`config.mk`:
```
export PLATFORM = sky130hd
export DESIGN_NAME = mem_addr_arbiter_flat
export DESIGN_NICKNAME = d
export VERILOG_FILES = /design/src/rtl/mem_addr_arbiter_if.sv /design/src/rtl/mem_addr_arbiter.sv /design/src/flat_wrapper.sv
export SDC_FILE = /design/constraint.sdc
export NUM_CORES = 1
export LEC_CHECK = 0
export CAP_MARGIN = 20
export CORE_ASPECT_RATIO = 1.5
export CORE_MARGIN = 2
export CORE_UTILIZATION = 38
export DETAILED_ROUTE_END_ITERATION = 7
export HOLD_SLACK_MARGIN = 0.06
export PLACE_DENSITY = 0.77
export SYNTH_ARGS = -nofsm -noshare
export SYNTH_HDL_FRONTEND = slang
export SYNTH_SLANG_ARGS = --single-unit
```
`constraint.sdc`:
```
create_clock -name clk -period 4.05 [get_ports clk]
set_input_delay 0.81 -clock clk [delete_from_list [all_inputs] [get_ports clk]]
set_output_delay 0.81 -clock clk [all_outputs]
set_load 0.01 [all_outputs]
```
`src/rtl/mem_addr_arbiter_if.sv`:
```
// rtl/mem_addr_arbiter_if.sv - requester/arbiter bus bundle for the memory-address arbiter
interface mem_addr_arbiter_if;
  logic [3:0] req;
  logic [3:0] wr;
  logic [3:0] grant;
  logic [3:0] done;
  logic [2:0] mux_sel;
  logic       mem_wr;
  logic       busy;

  modport master (
    output req, wr,
    input  grant, done, mux_sel, mem_wr, busy
  );

  modport slave (
    input  req, wr,
    output grant, done, mux_sel, mem_wr, busy
  );
endinterface

```
`src/rtl/mem_addr_arbiter.sv`:
```
// rtl/mem_addr_arbiter.sv - 4-requester memory-address arbiter with wait-state counter
// MEMARB_RR_EN selects round-robin among requesters 0,1,3; otherwise fixed priority 2>1>3>0.
module mem_addr_arbiter #(
  parameter int MEM_LAT = 2,
  parameter int CNT_W   = 4
) (
  input  logic             clk,
  input  logic             reset_n,
  mem_addr_arbiter_if.slave bus
);

  localparam int LAT_EFF = (MEM_LAT == 0) ? 1 : MEM_LAT;
  localparam logic [CNT_W-1:0] CNT_LOAD = CNT_W'(LAT_EFF - 1);
  localparam logic [CNT_W-1:0] CNT_ONE  = CNT_W'(1);

  typedef enum logic [1:0] {
    IDLE   = 2'd0,
    ACCESS = 2'd1,
    DONE   = 2'd2
  } state_t;

  state_t           state;
  logic [CNT_W-1:0] cnt;
  logic [1:0]       owner;
  logic [1:0]       win;
  logic             any_req;

  assign any_req = |bus.req;

`ifdef MEMARB_RR_EN
  logic [1:0] rr_ptr;
  logic [1:0] cand1;
  logic [1:0] cand2;

  // Cyclic order over the non-exception requesters: 0 -> 1 -> 3 -> 0.
  function automatic logic [1:0] rr_next(input logic [1:0] idx);
    case (idx)
      2'd0:    rr_next = 2'd1;
      2'd1:    rr_next = 2'd3;
      default: rr_next = 2'd0;
    endcase
  endfunction

  assign cand1 = rr_next(rr_ptr);
  assign cand2 = rr_next(cand1);

  always_comb begin
    win = 2'd0;
    if (bus.req[2])           win = 2'd2;
    else if (bus.req[rr_ptr]) win = rr_ptr;
    else if (bus.req[cand1])  win = cand1;
    else                      win = cand2;
  end
`else
  always_comb begin
    win = 2'd0;
    if (bus.req[2])      win = 2'd2;
    else if (bus.req[1]) win = 2'd1;
    else if (bus.req[3]) win = 2'd3;
    else                 win = 2'd0;
  end
`endif

  always_ff @(posedge clk) begin
    if (!reset_n) begin
      state       <= IDLE;
      cnt         <= '0;
      owner       <= 2'd0;
      bus.grant   <= 4'b0000;
      bus.done    <= 4'b0000;
      bus.mux_sel <= 3'b000;
      bus.mem_wr  <= 1'b0;
      bus.busy    <= 1'b0;
`ifdef MEMARB_RR_EN
      rr_ptr      <= 2'd0;
`endif
    end else begin
      case (state)
        IDLE: begin
          bus.done <= 4'b0000;
          if (any_req) begin
            state       <= ACCESS;
            owner       <= win;
            cnt         <= CNT_LOAD;
            bus.grant   <= 4'b0001 << win;
            bus.mux_sel <= {1'b0, win};
            bus.mem_wr  <= bus.wr[win];
            bus.busy    <= 1'b1;
          end else begin
            bus.grant   <= 4'b0000;
            bus.mux_sel <= 3'b000;
            bus.mem_wr  <= 1'b0;
            bus.busy    <= 1'b0;
          end
        end
        ACCESS: begin
          // Requests are not re-examined here: a dropped req still completes.
          if (cnt == '0) begin
            state      <= DONE;
            bus.done   <= 4'b0001 << owner;
            bus.mem_wr <= 1'b0;
          end else begin
            cnt <= cnt - CNT_ONE;
          end
        end
        DONE: begin
          state       <= IDLE;
          bus.done    <= 4'b0000;
          bus.grant   <= 4'b0000;
          bus.mux_sel <= 3'b000;
          bus.mem_wr  <= 1'b0;
          bus.busy    <= 1'b0;
`ifdef MEMARB_RR_EN
          if (owner != 2'd2) rr_ptr <= rr_next(owner);
`endif
        end
        default: begin
          state       <= IDLE;
          bus.done    <= 4'b0000;
          bus.grant   <= 4'b0000;
          bus.mux_sel <= 3'b000;
          bus.mem_wr  <= 1'b0;
          bus.busy    <= 1'b0;
        end
      endcase
    end
  end

endmodule
```
`src/flat_wrapper.sv`:
```
// flat-port wrapper written by rule: the top's interface ports become plain ports
module mem_addr_arbiter_flat 
#(
  parameter int MEM_LAT = 2,
  parameter int CNT_W   = 4
)
  (clk, reset_n, bus_req, bus_wr, bus_grant, bus_done, bus_mux_sel, bus_mem_wr, bus_busy);
  mem_addr_arbiter_if bus_i ();
  input  logic clk;
  input  logic reset_n;
  input wire logic [$bits(bus_i.req)-1:0] bus_req;
  input wire logic [$bits(bus_i.wr)-1:0] bus_wr;
  output wire logic [$bits(bus_i.grant)-1:0] bus_grant;
  output wire logic [$bits(bus_i.done)-1:0] bus_done;
  output wire logic [$bits(bus_i.mux_sel)-1:0] bus_mux_sel;
  output wire logic [$bits(bus_i.mem_wr)-1:0] bus_mem_wr;
  output wire logic [$bits(bus_i.busy)-1:0] bus_busy;
  assign bus_i.req = bus_req;
  assign bus_i.wr = bus_wr;
  assign bus_grant = bus_i.grant;
  assign bus_done = bus_i.done;
  assign bus_mux_sel = bus_i.mux_sel;
  assign bus_mem_wr = bus_i.mem_wr;
  assign bus_busy = bus_i.busy;
  mem_addr_arbiter #(.MEM_LAT(MEM_LAT), .CNT_W(CNT_W)) u_core (.clk(clk), .reset_n(reset_n), .bus(bus_i));
endmodule
```
Word-level counts from Yosys, hierarchy flattened:

Index checks and enable logic that the tools add are counted.

* input port bits: 10
* output and inout port bits: 13
* word-level logic and storage cells: 44
* register bits after elaboration: 21

* equal/unequal tests: 4
* shift operators: 2
* reduce and logical (&&, ||, !) cells: 8
* multiplexer cells: 20
* $add $sub $neg: 1
* order comparisons: 1

Operators by type and width (count)
* $pmux W4 S2: 2
* $mux W2: 6
* $mux W4: 3
* $shl A1 B2 Y4 const A: 2
* $pmux W3 S2: 1
* $reduce_and A2 Y1: 3
* $logic_not A4 Y1: 1
* $mux W1: 4
* $ne A2 B1 Y1 const B: 2
* $pmux W1 S2: 2
* $pmux W2 S2: 1
* $reduce_or A4 Y1: 1
* $sub A4 B1 Y4 const B: 1
* $lt A2 B3 Y1 const B: 1
* $reduce_and A3 Y1: 1
* $bmux W1 S2: 1
* $eq A2 B1 Y1 const B: 1
* $logic_not A2 Y1: 1
* $ne A2 B2 Y1 const B: 1
* $reduce_bool A2 Y1: 1

Longest topological paths before layout:

* word-level depth: 7
* gate-level depth with buffers: 6
* mapped depth without buffers: 5

Worst setup path after synthesis:

Ideal clock, no wire load.

* path kind: input to register
* start: input bus_req[2]
* end: register u_core.cnt[0]
* cell stages on the path: 3
* data arrival time: 1458 ps
* required time: 3934 ps
* path slack: 2475 ps
* path buffers: 0
* setup time: 116 ps
* cells stage by stage: nor4_4 -> o22ai_1 -> o211a_1

* longest elaborated chain between the ends: 3

RTL lines
* start, declared: line flat_wrapper.sv:11 `input wire logic [$bits(bus_i.req)-1:0] bus_req;`
* $reduce_or A4 Y1: line mem_addr_arbiter.sv:28 `assign any_req = |bus.req;`
* $ne A2 B1 Y1 (no source line)
* $reduce_and A3 Y1 (no source line)
* end signal, assigned: line mem_addr_arbiter.sv:103 `cnt <= cnt - CNT_ONE;`
* end, declared: line mem_addr_arbiter.sv:23 `logic [CNT_W-1:0] cnt;`

Every way passes these cells.
A chain may end at the register's enable or synchronous reset.

Final worst setup path:

* start: register u_core.bus.grant[3]
* end: output bus_grant[3]

RTL lines
* start, declared: line mem_addr_arbiter_if.sv:18 `output grant, done, mux_sel, mem_wr, busy`
* start signal, assigned: line mem_addr_arbiter.sv:85 `bus.grant <= 4'b0001 << win;`
* end, declared: line flat_wrapper.sv:13 `output wire logic [$bits(bus_i.grant)-1:0] bus_grant;`

No word-level cell between the ends.

==> impl_metrics.toml <==
[global_route]
grt_first_pass_wirelength_mm = 2.92
grt_max_degree = 13
antenna_found_initial = 0
track_usage = 0.146
gr-total-overflow = 0
grt_pass1_vias = 685

[timing]
clock_skew_ps = 3.63
post-route-period-util = 0.502
setup_ws_ps = 2020
max_slew_margin = 0.668
tns_ps = 0
final_hold_viol_count = 0
rsz0062_at_grt = "no"
period_needed_ps = 2030
setup_viol = 0
tightest_slew_ps = 495
fmax_mhz = 492
slew_violations = 0

[synth]
synth_common_cells = "dfxtp_1, nand2_1, a21oi_1"
synthArstFlopShare = 0
synth_area_sq_um = 868
synth_edf_count = 0
synth.top_cell.area_share = 0.461
syn_inst = 94
ys_seq_elements = 20
ys_warn_count = 0
avgSynthCellArea_sq_um = 9.24
ys_top_cells_by_area = "dfxtp_1, a21oi_1, nand2_1"
synth_ff_type = "dfxtp_1"
synth.net_count = 106
yosysMostFrequentCell = "dfxtp_1"
synth_cell_type_count = 33
synth_top_area_cell = "dfxtp_1"
synth_seq_area_share = 0.461

[critical_path]
path_cells = "clkdlybuf4s50_1"
worst_setup_path_end_kind = "primary output"
startpoint_type = "register"
worst-endpoint-arrival_ps = 1220
path_max_fanout = 2
max_stage_delay_ps = 540
r2r_cells = 5
r2r-end = "u_core.cnt[2]$_SDFFE_PN0P_"
critPathRequiredTime_ps = 3240
timing.rr.start = "u_core.cnt[0]$_SDFFE_PN0P_"
worstSetupPathType = "register to primary output"
critical-path-top-delay-family = "buffers and inverters"
reg2reg_slack_ps = 2440
cp_num_buf_inv = 1
crit_slowest_cell = "clkdlybuf4s50_1"

[floorplan]
rows = 21
die_area_sq_mm = 0.00269
start_util = 0.393
die_w_um = 43.0
coreArea_sq_mm = 0.00221
io_pins = 23
die_y_um = 62.5

[routing]
wl_met1_um = 774
dr.pass1.iters = 4
met2_length_um = 940
routed_via_density = 5.63
drc_errors = 0
totalWireLength_mm = 1.83
drt_iter0_drc = 25
met3_length_um = 52
top_layer = "met4"
final_antenna_net_count = 0
wl_per_cell_um = 13.2
vias = 783

[job]
drv_cap = 0

[cells_and_area]
layout-drive-gt1-share = 0.0690
antennaDiodeCount = 0
area_delta_synth_final_pct = 31.8
finalNetCount = 129
regArea_sq_um = 400
final_cells = 139
final_util = 0.519
nFillCells = 219
multi_input_area_sq_um = 434

[placement]
place_inst = 135
dp_hpwl_mm = 1.39
port-buffer-count = 21
gp_congestion = 0.763
post-place-ws_ps = 1760

[clock_network]
clk_latency_ps = 310
numClockSinks = 20
holdBufCountCts = 0
max-clock-path-buffers = 2
htreeDepth = 1
post_cts_resize_count = 0
cts_tree = "built"
path_clk_slew_ps = 120
cts-root-buf = "clkbuf_4"
post_cts_buffers = 0
cts_buffers = 3

[hold_path]
hp-start = "u_core.bus.mux_sel[0]$_SDFFE_PN0N_"
whs_endpoint = "u_core.bus.mux_sel[0]$_SDFFE_PN0N_"
hold_class = "register to register"
hold_depth = 2

[status]
status = "complete, no violations"

[power]
leakagePower_nw = 0.443
ir_worst_vdd_uv = 311
pwr_density_cell_mw_per_mm2 = 511
p_total_mw = 0.585
-- stage by stage --
stage	cell area [sq um]	hold slack [ps]
after global routing	1140	473
after global placement	1090	435
after floorplan	868	461
after CTS	1140	453
final	1140	459
after detailed placement	1090	437
-- layout by cell type (no fill, tap or decap), types with 2 or more instances in the layout --
cell             count
a22o_1               2
nand2_1              9
mux2i_1              2
dfxtp_1             20
o22ai_1              2
ha_1                 2
clkbuf_4             3
nand2b_1             2
o21ai_1              2
o21ai_0              4
nor3b_1              2
a32o_1               2
inv_1                5
a21oi_1              7
nand3_1              6
nor2b_1              2
clkdlybuf4s50_1     21
nor2_1               6
or3b_1               2
-- routing by layer --
metal / up-vias / global-route usage
met5: - / 0
met2: 21 / 0.244
li1: 380 / -
met4: 0 / 0.114
met3: 5 / 0.0260
met1: 377 / 0.153
-- cells by family (layout without fill, tap and decap cells) --
group / count (synthesis) / count (layout) / synth area share
adder cells (fa/ha/maj): 2 / 2 / 0.0288
AND/OR/NAND/NOR: 38 / 38 / 0.272
flip-flops: 20 / 20 / 0.461
AO/OA/AOI/OAI: 23 / 23 / 0.171
buffers and inverters: 8 / 30 / 0.0389
multiplexers: 2 / 2 / 0.0231
other: 1 / 1 / 0.00432
-- layout make-up --
class,instances,share of cell area
flip-flops and latches,20,0.350
inverters,5,0.0164
repair buffers,21,0.184
clock buffers,3,0.0197
clock inverters,1,0.0262
well taps,23,0.0251
multi-input cells,66,0.379
-- sequential cells by signal, summed over array words and instances (netlist names) --
register and flops:
u_core.bus.done 4, u_core.bus.mux_sel 2, u_core.bus.mem_wr 1, u_core.bus.busy 1, u_core.cnt 4, u_core.bus.grant 4, u_core.state 2, u_core.owner 2
-- report_power, final --
group	switching (mW)	internal [mW]
logic	0.0861	0.0805
registers	0.0267	0.226
clock network	0.0659	0.100
-- worst max-delay path by stage --
stage / end / from / slack (ps) / cells past startpoint
final: bus_grant[3] / u_core.bus.grant[3]$_SDFFE_PN0N_ / 2020 / 1
after global routing: bus_grant[2] / u_core.bus.grant[2]$_SDFFE_PN0N_ / 1970 / 1
after CTS: bus_grant[2] / u_core.bus.grant[2]$_SDFFE_PN0N_ / 1990 / 1
after detailed placement: u_core.cnt[0]$_SDFFE_PN0P_ / bus_req[2] / 1760 / 4
after global placement: u_core.cnt[0]$_SDFFE_PN0P_ / bus_req[2] / 1790 / 4
after floorplan: u_core.cnt[0]$_SDFFE_PN0P_ / bus_req[2] / 2480 / 3
(Power assumes the default switching activity.)
